### src/rtl/spi_word_master_pkg.sv
// Shared constants and the FSM state type for the motor-controller SPI word protocol.
// Word width, byte order and header position match the target-side word handler.
package spi_word_master_pkg;

    localparam int SPI_WORD_BITS      = 64;
    localparam bit SPI_LSB_BYTE_FIRST = 1'b1;
    localparam int CMD_HDR_MSB        = 63;
    localparam int CMD_HDR_LSB        = 56;

    typedef enum logic [2:0] {
        ST_IDLE     = 3'd0,
        ST_SHIFT_LO = 3'd1,
        ST_SHIFT_HI = 3'd2,
        ST_HOLD     = 3'd3,
        ST_GAP      = 3'd4
    } spi_state_t;

endpackage

### src/rtl/spi_word_master.sv
// Purpose: SPI mode-0 initiator, one full-duplex WORD_BITS word per CS-low frame, bytes LSB-first, bits MSB-first.
// Latency: CS low for WORD_BITS*2*CLK_DIV+CLK_DIV cycles from the cycle after accept; rx_valid on the first CS-high cycle.
// Backpressure: tx_ready only in IDLE; the word is captured on tx_valid & tx_ready and tx_data is ignored until the next IDLE.
module spi_word_master
    import spi_word_master_pkg::*;
#(
    parameter int CLK_DIV   = 4,
    parameter int WORD_BITS = SPI_WORD_BITS,
    parameter int CS_GAP    = 2
) (
    input  logic                 CLK,
    input  logic                 resetn,
    input  logic [WORD_BITS-1:0] tx_data,
    input  logic                 tx_valid,
    output logic                 tx_ready,
    output logic [WORD_BITS-1:0] rx_data,
    output logic                 rx_valid,
    output logic                 busy,
    output logic                 SCK,
    output logic                 CS,
    output logic                 COPI,
    input  logic                 CIPO
);

    localparam int HW = $clog2(CLK_DIV + 1);
    localparam int BW = $clog2(WORD_BITS);
    localparam int GW = (CS_GAP < 1) ? 1 : $clog2(CS_GAP + 1);

    localparam logic [HW-1:0] HC_LAST = HW'(CLK_DIV - 1);
    localparam logic [BW-1:0] BC_LAST = BW'(WORD_BITS - 1);
    localparam logic [GW-1:0] GC_LAST = (CS_GAP < 1) ? '0 : GW'(CS_GAP - 1);

    spi_state_t state, state_nxt;

    logic [HW-1:0]        hc;
    logic [BW-1:0]        bc;
    logic [GW-1:0]        gc;
    logic [WORD_BITS-1:0] tx_sr;
    logic [WORD_BITS-1:0] rx_sr;
    logic [BW-1:0]        bit_idx;
    logic                 hc_done;
    logic                 in_frame;
    logic                 accept;

    // Serial bit k lives at word bit 8*(k/8)+7-(k%8): keep the byte index, mirror the bit-in-byte.
    assign bit_idx  = {bc[BW-1:3], ~bc[2:0]};
    assign hc_done  = (hc == HC_LAST);
    assign in_frame = (state == ST_SHIFT_LO) || (state == ST_SHIFT_HI) || (state == ST_HOLD);
    assign accept   = tx_valid && tx_ready;

    assign tx_ready = resetn && (state == ST_IDLE);
    assign busy     = resetn && (state != ST_IDLE);
    assign CS       = !in_frame;
    assign SCK      = (state == ST_SHIFT_HI);
    assign COPI     = in_frame && tx_sr[bit_idx];

    always_comb begin
        state_nxt = state;
        case (state)
            ST_IDLE:     if (accept)  state_nxt = ST_SHIFT_LO;
            ST_SHIFT_LO: if (hc_done) state_nxt = ST_SHIFT_HI;
            ST_SHIFT_HI: if (hc_done) state_nxt = (bc == BC_LAST) ? ST_HOLD : ST_SHIFT_LO;
            ST_HOLD:     if (hc_done) state_nxt = ST_GAP;
            ST_GAP:      if (gc == GC_LAST) state_nxt = ST_IDLE;
            default:     state_nxt = ST_IDLE;
        endcase
    end

    always_ff @(posedge CLK) begin
        if (!resetn) begin
            state    <= ST_IDLE;
            hc       <= '0;
            bc       <= '0;
            gc       <= '0;
            tx_sr    <= '0;
            rx_sr    <= '0;
            rx_data  <= '0;
            rx_valid <= 1'b0;
        end else begin
            state    <= state_nxt;
            rx_valid <= 1'b0;

            if (in_frame && !hc_done) hc <= hc + 1'b1;
            else                      hc <= '0;

            if (state == ST_GAP) gc <= gc + 1'b1;
            else                 gc <= '0;

            if (accept) begin
                tx_sr <= tx_data;
                bc    <= '0;
            end

            // CIPO is sampled on the same edge that raises SCK.
            if (state == ST_SHIFT_LO && hc_done) rx_sr[bit_idx] <= CIPO;

            if (state == ST_SHIFT_HI && hc_done && bc != BC_LAST) bc <= bc + 1'b1;

            if (state == ST_HOLD && hc_done) begin
                rx_data  <= rx_sr;
                rx_valid <= 1'b1;
            end
        end
    end

endmodule
### config.mk
export PLATFORM = sky130hd
export DESIGN_NAME = spi_word_master
export DESIGN_NICKNAME = d
export VERILOG_FILES = /design/src/rtl/spi_word_master_pkg.sv /design/src/rtl/spi_word_master.sv
export SDC_FILE = /design/constraint.sdc
export NUM_CORES = 1
export LEC_CHECK = 0
export ABC_CLOCK_PERIOD_IN_PS = 3930
export BUFFER_PORTS_ARGS = -buffer_cell sky130_fd_sc_hd__buf_2
export CAP_MARGIN = 20
export CORE_MARGIN = 10
export CORE_UTILIZATION = 50
export CTS_BUF_LIST = sky130_fd_sc_hd__clkbuf_16
export CTS_CLUSTER_SIZE = 8
export DETAILED_ROUTE_END_ITERATION = 8
export PLACE_DENSITY = 0.69
export SETUP_SLACK_MARGIN = 0.2
export SLEW_MARGIN = 20
export SYNTH_ARGS = -nofsm -noshare
export SYNTH_HDL_FRONTEND = slang
export SYNTH_SLANG_ARGS = --single-unit
### constraint.sdc
create_clock -name CLK -period 3.93 [get_ports CLK]
set_input_delay 0.786 -clock CLK [delete_from_list [all_inputs] [get_ports CLK]]
set_output_delay 0.786 -clock CLK [all_outputs]
set_load 0.02 [all_outputs]
==> flow_metrics.py <==
metrics = {
    "setup_path": {
        "endpoint_kind": "output port",
        "critical-path-top-delay-family": "compound AO/OA/AOI/OAI gates",
        "critical_path.max_stage_delay_ns": 0.65,
        "critPathBufInv": 1,
        "ff2ff_path_depth": 7,
        "worstSetupPathDepth": 7,
        "startpoint": "bc[0]",
        "reg2reg_from": "hc[0]",
        "crit_type": "flip-flop to output port",
        "timing.critical_path.from_type": "flip-flop",
        "worst_ep_arrival_time_ns": 2.74,
        "worstPathCellList": "and2_2 > a22oi_1 > a21oi_1 > o211ai_1 > o22a_1 > a31oi_1 > buf_2",
        "critPathSlowestCell": "sky130_fd_sc_hd__dfxtp_1",
        "required_ns": 3.14,
        "critPathMaxFanout": 16,
    },
    "global_routing": {
        "grt_pass1_vias": 6886,
        "grt_usage_pct": 18.7,
        "grt_max_degree": 93,
        "grt_antenna_before_repair": 0,
        "grt_pass1_wl_um": 34900,
        "gr-total-overflow": 0,
    },
    "synth": {
        "number_of_enable_flip_flop_cells_after_synthesis": 0,
        "postSynth.topFlopCell": "sky130_fd_sc_hd__dfxtp_1",
        "ys_seq_elements": 207,
        "synthMostInstantiatedCell": "sky130_fd_sc_hd__nand2_1",
        "synth.cells.most_frequent": "sky130_fd_sc_hd__nand2_1 (308), sky130_fd_sc_hd__dfxtp_1 (207), sky130_fd_sc_hd__a21oi_1 (130)",
        "synth-async-reset-ratio_pct": 0,
        "synth_area_leaders": "sky130_fd_sc_hd__dfxtp_1 (49%), sky130_fd_sc_hd__nand2_1 (14%), sky130_fd_sc_hd__a21oi_1 (7.8%)",
        "netlist.area_leader.share_pct": 49.5,
        "synth_nets": 1148,
        "yosys_warnings": 0,
        "synth_area_um2": 8370,
        "sequential_fraction_of_the_synthesis_area_pct": 49.5,
        "synth.distinct_cells": 42,
        "synth.avg_cell_area_um2": 7.78,
        "syn_inst": 1076,
        "synthDominantAreaCellType": "sky130_fd_sc_hd__dfxtp_1",
    },
    "finish": {
        "nets": 1230,
        "postLayoutCoreUtil_pct": 58.7,
        "seq_area_um2": 4150,
        "fillCellCount": 1574,
        "multi_input_combinational_cell_area_um2": 3750,
        "area_growth_pct": 15.9,
        "post_route_cells_drive_above_1_share_pct": 16.6,
        "final-instance-count-excl-fill": 1377,
        "antenna-diode-count": 0,
    },
    "placement": {
        "globalplace.congestion": 0.849,
        "numPortBuffers": 137,
        "detailedPlacementHpwl_um": 14800,
        "place_ws_ns": 0.663,
        "placed_cells": 1347,
    },
    "cts": {
        "h-tree-depth": 1,
        "cts_setup_buffers": 0,
        "clkTransAtPathRegs_ns": 0.05,
        "numCtsBuffers": 29,
        "clock_tree_from_tritoncts": "built",
        "clock_tree.root_cell": "sky130_fd_sc_hd__clkbuf_16",
        "cts.path.max_buffers": 3,
        "insertion_delay_ns": 0.52,
        "cts.hold.buffers_added": 0,
        "clock_sinks": 207,
    },
    "pwr": {
        "reported_leakage_power_nw": 3.72,
        "irDropWorstVdd_v": 0.000318,
        "power_per_cell_area_nw_per_um2": 458,
    },
    "route": {
        "drt-initial-drc-count": 573,
        "wl_um": 21900,
        "viasPerCell": 5.32,
        "route.vias.total": 7326,
        "detail_route.drc_violations": 0,
        "antenna_left": 0,
        "pre_repair_dr_iteration_count": 5,
        "wl_per_cell_um": 15.9,
    },
    "timing": {
        "hold_violations": 0,
        "timing.setup.tns_ns": 0,
        "hold-worst-slack_ns": 0.422,
        "grt_setup_unrepaired": "no",
        "worst_pin_slew_ns": 0.970,
        "final_max_slew_viol_count": 0,
        "clock.fmax_ghz": 0.284,
        "timing.final.setup_violations": 0,
        "period_needed_ns": 3.52,
        "worst_slack_ns": 0.407,
        "post-route-period-util_pct": 89.6,
        "slew-limit-headroom_pct": 34.8,
        "skew_ns": 0.00981,
    },
    "hold_path": {
        "min_path_type": "flip-flop to flip-flop",
        "hold_path_startpoint": "gc[0]",
        "min_path_cells": 1,
    },
    "run": {
        "cap_viol_max_count": 0,
    },
    "die": {
        "die_y_um": 149,
        "initial_core_utilization_pct": 50.7,
        "die_area_um2": 22300,
        "core.rowCount": 47,
        "width_of_the_die_um": 149,
        "ioPinCount": 138,
        "coreArea_um2": 16500,
    },
    "status": {
        "status": "finished clean",
    },
}
-- state kept, by name, summed over array words and instances (netlist names) --
name / flops
state: 3
gc: 2
rx_valid: 1
bc: 6
tx_sr: 64
rx_sr: 64
rx_data: 64
hc: 3
-- metrics by stage --
step,total power [mW],cell area [µm²]
floorplan,2.32,8370
global placement,2.40,8960
detailed placement,2.40,8960
CTS,4.47,9690
global route,4.58,9700
finish,4.44,9700
-- kinds of logic (layout without fill, tap and decap cells) --
| logic type | Yosys count | count (layout) | synth area share, % |
|---|---|---|---|
| AO/OA/AOI/OAI | 290 | 290 | 18.9 |
| XOR/XNOR | 1 | 1 | 0.105 |
| adder cells (fa/ha/maj) | 4 | 4 | 0.598 |
| buffers and inverters | 102 | 183 | 5.92 |
| flip-flops | 207 | 207 | 49.5 |
| multiplexers | 23 | 23 | 2.76 |
| AND/OR/NAND/NOR | 449 | 449 | 22.3 |
-- per-layer routing --
layer / GRT usage (%) / vias to the layer above / part of all wire (%)
li1: - / 3747 / -
met1: 23.8 / 3324 / 44
met2: 30.9 / 217 / 47
met3: 4.61 / 38 / 6.7
met4: 4.86 / 0 / 2.2
met5: 0 / - / 0
-- timing repair --
item / CTS / global route
setup endpoints to repair: 1 / 1
hold endpoints to repair: 0 / 0
cloned: 0 / 0
gates resized for setup: 1 / 3
-- power breakdown --
group          internal, mW  switching, mW  leakage [nW]  total [mW]
sequential             2.15         0.0350          1.68        2.19
combinational        0.0634          0.106          1.68       0.170
clock                  1.28          0.806         0.363        2.08
total                  3.49          0.948          3.72        4.44
-- layout make-up --
type,count,area share [%]
inverter,6,0.258
clock inverter,1,0.0387
tap,220,2.84
sequential,207,42.7
multi-input combinational,767,38.7
timing repair buffer,147,7.99
clock buffer,29,7.48
-- layout by cell type, fill, tap and decap left out, drive strengths merged --
cell type  instances
buf              147
nor2b              8
clkbuf            29
o22ai              1
dfxtp            207
o211ai             1
a31oi              2
a22oi             14
nor3b              2
inv                7
xor2               1
mux2i             22
or3                2
nor3               6
ha                 4
o21a               1
nand3             13
o21ai            118
nand3b             4
and2               4
o211a              2
a221oi            12
or2                1
o22a               2
and4bb             1
nor2              71
mux2               1
a211oi             4
o221ai             2
nand4             15
and3               5
a2bb2oi            1
nand2b             7
nand2            310
a21oi            130
-- worst paths after layout --
check                 to  slack [ns]
max                 COPI        0.41
min                gc[0]        0.42
min reg2reg        gc[0]        0.42
max reg2reg  rx_data[36]        1.48
-- worst register-to-register path, cell delays in order (launching register included) --
cell and delay, ns:
sky130_fd_sc_hd__dfxtp_1 0.33, sky130_fd_sc_hd__ha_1 0.16, sky130_fd_sc_hd__ha_1 0.25, sky130_fd_sc_hd__nor2b_1 0.26, sky130_fd_sc_hd__and3_2 0.59, sky130_fd_sc_hd__buf_4 0.46, sky130_fd_sc_hd__nand2_1 0.18, sky130_fd_sc_hd__a21oi_1 0.16
Power figures use the tool's default switching activity.
